File: config.mk
export PLATFORM = sky130hd
export DESIGN_NAME = load_store_unit
export DESIGN_NICKNAME = d
export VERILOG_FILES = /design/src/rtl/load_store_unit_pkg.sv /design/src/rtl/load_store_unit_load_extend.sv /design/src/rtl/load_store_unit.sv
export SDC_FILE = /design/constraint.sdc
export NUM_CORES = 1
export LEC_CHECK = 0
export CAP_MARGIN = 15
export CORE_MARGIN = 2
export CORE_UTILIZATION = 45
export DETAILED_ROUTE_END_ITERATION = 16
export GPL_ROUTABILITY_DRIVEN = 0
export PLACE_DENSITY = 0.77
export SYNTH_ARGS = -nofsm -noshare
export SYNTH_HDL_FRONTEND = slang
export SYNTH_SLANG_ARGS = --single-unit
export TNS_END_PERCENT = 5
File: constraint.sdc
create_clock -name clk -period 3.2 [get_ports clk]
set_input_delay 0.64 -clock clk [delete_from_list [all_inputs] [get_ports clk]]
set_output_delay 0.64 -clock clk [all_outputs]
set_load 0.02 [all_outputs]
File: src/rtl/load_store_unit_pkg.sv
// rtl/load_store_unit_pkg.sv - shared funct3 codes, FSM states and access-size helpers
package load_store_unit_pkg;

    localparam logic [2:0] F3_B  = 3'b000;
    localparam logic [2:0] F3_H  = 3'b001;
    localparam logic [2:0] F3_W  = 3'b010;
    localparam logic [2:0] F3_BU = 3'b100;
    localparam logic [2:0] F3_HU = 3'b101;

    typedef enum logic [1:0] {
        IDLE = 2'd0,
        REQ  = 2'd1,
        DONE = 2'd2
    } lsu_state_t;

    typedef enum logic [1:0] {
        SZ_B,
        SZ_H,
        SZ_W
    } size_t;

    // Unsigned variants only exist for loads; any other code falls back to a word access.
    function automatic size_t access_size(input logic [2:0] f3, input logic store);
        size_t sz;
        case (f3)
            F3_B:    sz = SZ_B;
            F3_H:    sz = SZ_H;
            F3_W:    sz = SZ_W;
            F3_BU:   sz = store ? SZ_W : SZ_B;
            F3_HU:   sz = store ? SZ_W : SZ_H;
            default: sz = SZ_W;
        endcase
        return sz;
    endfunction

    function automatic logic is_aligned(input size_t sz, input logic [1:0] offset);
        logic ok;
        case (sz)
            SZ_H:    ok = ~offset[0];
            SZ_W:    ok = (offset == 2'b00);
            default: ok = 1'b1;
        endcase
        return ok;
    endfunction

endpackage

File: src/rtl/load_store_unit_load_extend.sv
// rtl/load_store_unit_load_extend.sv - lane select and sign/zero extension of load data
module load_store_unit_load_extend
    import load_store_unit_pkg::*;
(
    input  logic [31:0] rdata,
    input  logic [1:0]  offset,
    input  logic [2:0]  funct3,
    output logic [31:0] read_data
);

    logic [31:0] shifted;

    // Shift the addressed lane down to bit 0, then extend according to size/sign.
    always_comb begin
        shifted = rdata >> {offset, 3'b000};
        case (funct3)
            F3_B:    read_data = {{24{shifted[7]}}, shifted[7:0]};
            F3_H:    read_data = {{16{shifted[15]}}, shifted[15:0]};
            F3_BU:   read_data = {24'd0, shifted[7:0]};
            F3_HU:   read_data = {16'd0, shifted[15:0]};
            default: read_data = shifted;
        endcase
    end

endmodule

File: src/rtl/load_store_unit.sv
// rtl/load_store_unit.sv - memory-stage load/store unit with single-outstanding req/ack bus
module load_store_unit
    import load_store_unit_pkg::*;
#(
    parameter int TIMEOUT = 255
) (
    input  logic        clk,
    input  logic        reset,
    input  logic        MemReadM,
    input  logic        MemWriteM,
    input  logic [2:0]  funct3M,
    input  logic [31:0] AddrM,
    input  logic [31:0] WriteDataM,
    output logic [31:0] ReadDataM,
    output logic        StallM,
    output logic        misalign,
    output logic        bus_fault,
    output logic        bus_req,
    output logic        bus_we,
    output logic [31:0] bus_addr,
    output logic [3:0]  bus_be,
    output logic [31:0] bus_wdata,
    input  logic        bus_ack,
    input  logic [31:0] bus_rdata,
    input  logic        bus_err
);

    localparam int CW = $clog2(TIMEOUT + 1);
    localparam logic [CW-1:0] CNT_LAST = CW'(TIMEOUT - 1);
    localparam logic [CW-1:0] CNT_MAX  = CW'(TIMEOUT);

    lsu_state_t  state, state_n;
    logic [CW-1:0] cnt;
    logic [31:0] rdata_q;
    logic [1:0]  offset_q;
    logic [2:0]  funct3_q;
    logic [31:0] ext_data;

    logic        access;
    logic        aligned;
    logic        issue;
    logic        ack_ok;
    logic [1:0]  offset;
    size_t       size;
    logic [3:0]  be_n;
    logic [31:0] wdata_n;

    assign access  = MemReadM | MemWriteM;
    assign offset  = AddrM[1:0];
    assign size    = access_size(funct3M, MemWriteM);
    assign aligned = is_aligned(size, offset);

    // Next-state and handshake outputs; IDLE outputs are gated so reset forces them low.
    always_comb begin
        state_n   = state;
        StallM    = 1'b0;
        misalign  = 1'b0;
        bus_fault = 1'b0;
        bus_req   = 1'b0;
        issue     = 1'b0;
        ack_ok    = 1'b0;
        case (state)
            IDLE: begin
                if (reset && access) begin
                    if (aligned) begin
                        StallM  = 1'b1;
                        issue   = 1'b1;
                        state_n = REQ;
                    end else begin
                        misalign = 1'b1;
                    end
                end
            end
            REQ: begin
                bus_req = 1'b1;
                StallM  = 1'b1;
                if (bus_ack && !bus_err) begin
                    ack_ok  = 1'b1;
                    state_n = DONE;
                end else if ((bus_ack && bus_err) || (cnt == CNT_LAST)) begin
                    bus_fault = 1'b1;
                    state_n   = DONE;
                end
            end
            DONE:    state_n = IDLE;
            default: state_n = IDLE;
        endcase
    end

    // Store lane placement: replicate the datum across the word, enable only its bytes.
    always_comb begin
        be_n    = 4'hF;
        wdata_n = 32'd0;
        if (MemWriteM) begin
            case (size)
                SZ_B: begin
                    be_n    = 4'b0001 << offset;
                    wdata_n = {4{WriteDataM[7:0]}};
                end
                SZ_H: begin
                    be_n    = 4'b0011 << offset;
                    wdata_n = {2{WriteDataM[15:0]}};
                end
                default: wdata_n = WriteDataM;
            endcase
        end
    end

    // State, timeout counter, bus request registers and captured read data.
    always_ff @(posedge clk or negedge reset) begin
        if (!reset) begin
            state     <= IDLE;
            cnt       <= '0;
            bus_we    <= 1'b0;
            bus_addr  <= 32'd0;
            bus_be    <= 4'd0;
            bus_wdata <= 32'd0;
            rdata_q   <= 32'd0;
            offset_q  <= 2'd0;
            funct3_q  <= 3'd0;
        end else begin
            state <= state_n;
            if (issue) begin
                cnt       <= '0;
                bus_we    <= MemWriteM;
                bus_addr  <= {AddrM[31:2], 2'b00};
                bus_be    <= be_n;
                bus_wdata <= wdata_n;
                rdata_q   <= 32'd0;
                offset_q  <= offset;
                funct3_q  <= funct3M;
            end else if (state == REQ) begin
                if (cnt != CNT_MAX) begin
                    cnt <= cnt + CW'(1);
                end
                if (ack_ok && !bus_we) begin
                    rdata_q <= bus_rdata;
                end
            end
        end
    end

    load_store_unit_load_extend u_extend (
        .rdata     (rdata_q),
        .offset    (offset_q),
        .funct3    (funct3_q),
        .read_data (ext_data)
    );

    assign ReadDataM = (state == DONE) ? ext_data : 32'd0;

endmodule

* Yosys cells after proc, flatten, opt, wreduce, memory -nomap -nowiden *
Cells that the tools add are included.

word-level totals
  flip-flop bits (word level) = 114
  latch bits = 0
  RAM bits = 0
  memory bits (read-only) = 0
  bits of input ports = 105
  output and inout bits = 105
  memories kept = 0

operators by class
  $add $sub $neg = 1
  multipliers = 0
  div/mod/pow operators = 0
  $lt $le $gt $ge = 0
  eq/ne operators = 15
  shift-type cells = 3
  multiplexer cells = 34
  bitwise logic cells = 2
  reduce and logical (&&, ||, !) cells = 18

operators by type and width
  kind                 number
  $mux 32              5
  $pmux 32 s4          1
  $pmux 32 s2          1
  $shr 32x5->32        1
  $mux 8               3
  $eq 3x3->1 const B   4
  $mux 1               12
  $mux 2               6
  $add 8x1->8 const B  1
  $eq 8x8->1 const B   1
  $ne 8x8->1 const B   1
  $pmux 2 s4           1
  $pmux 4 s2           1
  $eq 3x1->1 const B   2
  $logic_not 2->1      3
  $logic_not 3->1      2
  $reduce_bool 2->1    3
  $eq 2x1->1 const B   2
  $eq 2x2->1 const B   2
  $logic_and 1x1->1    4
  $mux 4               1
  $ne 2x2->1 const B   2
  $pmux 1 s2           2
  $pmux 2 s2           1
  other kinds (9)      11

* Depth between registers and ports, before layout *
  depth after elaboration = 9
  depth in mapped cells = 11
  depth with buffers taken out = 8

* Hierarchy *
From an unflattened synthesis, not the netlist that was laid out.

second synthesis, totals
  cell total of the unflattened synthesis = 615
  area total of the unflattened synthesis = 6037.0 sq um

by module, submodules not included
  module                       instances  cells each  area an instance (sq um)  seq. area each (sq um)
  load_store_unit              1          508         5342.6                    2852.7
  load_store_unit_load_extend  1          107         694.4                     0.0

* Worst setup path after synthesis *
OpenSTA, ideal clock, no wires.

  kind = input to output
  from = in MemWriteM
  to = out misalign
  arrival = 2497 ps
  setup slack = 63 ps
  stages = 9
  buffers on the path = 2
  cells stage by stage = clkbuf_1 a21oi_1 and2_1 inv_1 ha_1 a221oi_4 clkbuf_1 inv_1 nor2_1

between the ends
  longest elaborated chain between the ends = 7
  elaborated cells on any way between the ends = 11

RTL lines
  item                                             RTL line                                              source
  start, declared                                  load_store_unit.sv:10                                 input logic MemWriteM,
  $mux 2 (on tied branches)                        load_store_unit_pkg.sv:30, load_store_unit_pkg.sv:29
  $pmux 2 s4                                       load_store_unit_pkg.sv:25                             case (f3)
  $eq 2x2->1 / $eq 2x1->1 (equally long branches)  load_store_unit_pkg.sv:38                             case (sz)
  $pmux 1 s2                                       load_store_unit_pkg.sv:38
  $mux 1                                           load_store_unit.sv:65                                 if (aligned) begin
  $mux 1 (*)                                       load_store_unit.sv:64                                 if (reset && access) begin
  $mux 1 (*)                                       load_store_unit.sv:62                                 case (state)
  end, declared                                    load_store_unit.sv:16                                 output logic misalign,

Every way passes the cells marked *; elsewhere a longest branch is shown, timed or not.

* Worst setup path after layout *
  from = in MemWriteM
  to = out StallM

between the ends
  longest elaborated chain between the ends = 7
  elaborated cells on any way between the ends = 11

RTL lines
  item                                             RTL line                                              source
  $mux 2 (on tied branches)                        load_store_unit_pkg.sv:30, load_store_unit_pkg.sv:29
  $pmux 2 s4                                       load_store_unit_pkg.sv:25
  $eq 2x2->1 / $eq 2x1->1 (equally long branches)  load_store_unit_pkg.sv:38
  $pmux 1 s2                                       load_store_unit_pkg.sv:38
  $mux 1                                           load_store_unit.sv:65
  $mux 1 (*)                                       load_store_unit.sv:64
  $pmux 1 s2 (*)                                   load_store_unit.sv:62
  end, declared                                    load_store_unit.sv:15                                 output logic StallM,

Marked as above.

==> results.sh <==
export IMPL_status="finished clean"
export IMPL_setup_viol=0
export IMPL_critPathSlowestCell="clkdlybuf4s50_1"
export IMPL_syn_area_per_cell_sq_um=9.89
export IMPL_die_w_um=118
export IMPL_rsz0062_at_grt="yes"
export IMPL_fin_crit_sh_pct=98.5
export IMPL_yosysMostFrequentCell="dfrtp_1"
export IMPL_cts_root_buffer="clkbuf_16"
export IMPL_vdd_drop_max_v=0.000681
export IMPL_yosysTopAreaCell="dfrtp_1"
export IMPL_rrSetupSlack_ns=1.19
export IMPL_syn_inst=592
export IMPL_crit_path_start_kind="input port"
export IMPL_hold_violations=0
export IMPL_tightest_slew_ns=0.742
export IMPL_endpoint_kind="primary output"
export IMPL_cp_required_ns=2.56
export IMPL_synth_cell_types=46
export IMPL_seq_power_share_pct=35.0
export IMPL_cp_cell_sequence="clkdlybuf4s50_1 -> a21oi_1 -> and2_1 -> inv_1 -> ha_1 -> a221oi_4 -> o21ai_0 -> dlygate4sd2_1"
export IMPL_finalClockSkew_ns=0.00581
export IMPL_synth_seq_cells=114
export IMPL_clkPwrFrac_pct=28.5
export IMPL_viasPerCell=5.54
export IMPL_numClockSinks=114
export IMPL_fin_crit_ns=3.15
export IMPL_num_nets_final=907
export IMPL_n_antenna_cell=0
export IMPL_die_h_um=118
export IMPL_routed_wl_um=17600
export IMPL_synthAdderAreaFrac_pct=1.07
export IMPL_synth_enable_flop_cells=0
export IMPL_slew_viol_final=0
export IMPL_clkLatencyLatePin_ns=0.41
export IMPL_grt_total_usage_pct=26.0
export IMPL_syn2layout_area_growth_pct=49.3
export IMPL_synth_compound_area_share_pct=19.2
export IMPL_antenna_found_initial=0
export IMPL_vias=5428
export IMPL_critPathTopFamily="buffers and inverters"
export IMPL_grt_overflow_total=0
export IMPL_relSlewSlack_pct=50.5
export IMPL_reg2reg_from="state[1]"
export IMPL_synth_area_top_cells="dfrtp_1 (49%), mux2_1 (9.2%), nand2_1 (6.0%), o21ai_0 (4.3%), a21oi_1 (3.7%)"
export IMPL_max_freq_mhz=317
export IMPL_drt_iter0_drc=639
export IMPL_power_leakage_uw=0.00387
export IMPL_io_pins=210
export IMPL_cp_num_buf_inv=3
export IMPL_power_switching_uw=2120
export IMPL_drv_cap=0
export IMPL_synth_xor_area_share_pct=0.299
export IMPL_die_area_sq_um=13900
export IMPL_layout_drive_gt1_share_pct=8.55
export IMPL_async_reset_ff_share_pct=100
export IMPL_r2r_end="bus_we"
export IMPL_p_int_uw=4110
export IMPL_max_stage_delay_ns=0.44
export IMPL_crit_type="input port to primary output"
export IMPL_p_total_uw=6230
export IMPL_multi_input_area_sq_um=2750
export IMPL_p_sw_share_pct=34.1
export IMPL_coreArea_sq_um=12700
export IMPL_grt_pass1_wl_um=28900
export IMPL_cts_tree="built"
export IMPL_numCtsBuffers=17
export IMPL_regArea_sq_um=2850
export IMPL_crit_arrival_ns=2.51
export IMPL_r2r_cells=7
export IMPL_cts_setup_buffers=0
export IMPL_initial_core_util_pct=46.2
export IMPL_drt_first_pass_iters=6
export IMPL_clockBufferDepth=2
export IMPL_fin_util_pct=69.0
export IMPL_drc=0
export IMPL_synthMuxAreaShare_pct=13.0
export IMPL_path_clk_slew_ns=0.05
export IMPL_grt_max_degree=60
export IMPL_fillers=976
export IMPL_io_buffer_count=207
export IMPL_hp_class="input port to asynchronous set/reset pin"
export IMPL_fin_hold_ws_ns=0.386
export IMPL_netlist_top_cells_count="dfrtp_1 (114), nand2_1 (94), o21ai_0 (50)"
export IMPL_synthSimpleGateAreaFrac_pct=12.9
export IMPL_htreeDepth=4
export IMPL_ys_flop_type="dfrtp_1"
export IMPL_placementRows=41
export IMPL_grt_pass1_vias=5632
export IMPL_power_density_nw_per_um2=713
export IMPL_ant_nets=0
export IMPL_synth_area_sq_um=5850
export IMPL_cp_max_fo=3
export IMPL_p_comb_share_pct=36.4
export IMPL_wl_per_cell_um=18.0
export IMPL_synth_top_family_by_area="compound AO/OA/AOI/OAI gates"
export IMPL_yosysSeqAreaShare_pct=48.7
export IMPL_hpwl_um=12700
export IMPL_synth_top_area_share_pct=48.7
export IMPL_synth_warnings=0
==> worst max path at each step <==
stage	startpoint	to	cells past startpoint
finish	MemWriteM	StallM	8
global route	MemWriteM	StallM	8
CTS	MemWriteM	misalign	9
detailed placement	funct3M[2]	misalign	9
global placement	funct3M[2]	misalign	9
floorplan	MemWriteM	misalign	9
==> power by group through the flow <==
stage / logic (uW) / clock network (uW) / registers, uW
floorplan: 867 / 0 / 2460
CTS: 2280 / 1800 / 2180
global route: 2430 / 1870 / 2240
global placement: 2220 / 0 / 2170
detailed placement: 2260 / 0 / 2190
finish: 2270 / 1780 / 2180
==> cell usage in the layout (no fill, tap or decap), types with 6 or more instances in the layout <==
cell type          n
nor2_1            33
inv_1              7
dlymetal6s2s_1    10
nand2_1           94
nor2b_1            9
mux2i_1           20
clkdlybuf4s50_1  186
a211oi_1          15
o21ai_0           50
clkbuf_16         17
buf_4             23
mux2_1            48
a21oi_1           43
a21o_1             9
o41ai_1           16
a21boi_0           8
and2_1             9
nand3_1            6
dlygate4sd2_1      9
a22o_1             8
o31ai_1            9
dfrtp_1          114
==> what timing repair did <==
item / in CTS / in global routing
gates resized for setup: 13 / 13
setup endpoints to repair: 26 / 13
hold endpoints to repair: 0 / 0
hold buffers: 0 / 0
==> registers in the layout, indices dropped and copies added (netlist names) <==
name,flops
offset_q,2
rdata_q,32
funct3_q,3
bus_we,1
bus_addr,30
state,2
cnt,8
bus_be,4
bus_wdata,32
==> per-layer routing <==
| layer | wire, um | vias to the layer above | global-route usage (%) |
|---|---|---|---|
| met2 | 8530 | 255 | 41.3 |
| li1 | - | 2503 | - |
| met1 | 7230 | 2629 | 32.1 |
| met4 | 446 | 0 | 10.8 |
| met3 | 1430 | 41 | 9.16 |
| met5 | 0 | - | 0 |
==> logic make-up (layout without fill, tap and decap cells) <==
family | Yosys count | count (layout)
AO/OA/AOI/OAI | 173 | 173
AND/OR/NAND/NOR | 170 | 170
flip-flops | 114 | 114
multiplexers | 70 | 70
buffers and inverters | 57 | 271
adder cells (fa/ha/maj) | 5 | 5
XOR/XNOR | 2 | 2
other | 1 | 2
==> stage by stage <==
step / worst slack [ns] / std cells / instance area [sq um] / setup TNS (ns)
2_1_floorplan: 0.0628 / 593 / 5860 / 0
3_3_place_gp: -0.208 / 950 / 8170 / -0.330
3_5_place_dp: -0.253 / 950 / 8170 / -2.48
4_1_cts: 0.000677 / 979 / 8720 / 0
5_1_grt: -0.0419 / 979 / 8740 / -0.0647
6_report: 0.0490 / 979 / 8740 / 0
==> area by class of cell <==
type,count,share of cell area [%]
Clock buffer,24,5.74
Clock inverter,5,0.601
Multi-Input combinational cell,422,31.4
Timing Repair Buffer,234,26.8
Sequential cell,114,32.6
Tap cell,172,2.46
Inverter,8,0.343
Note: power is estimated with default switching activity, not from simulation.
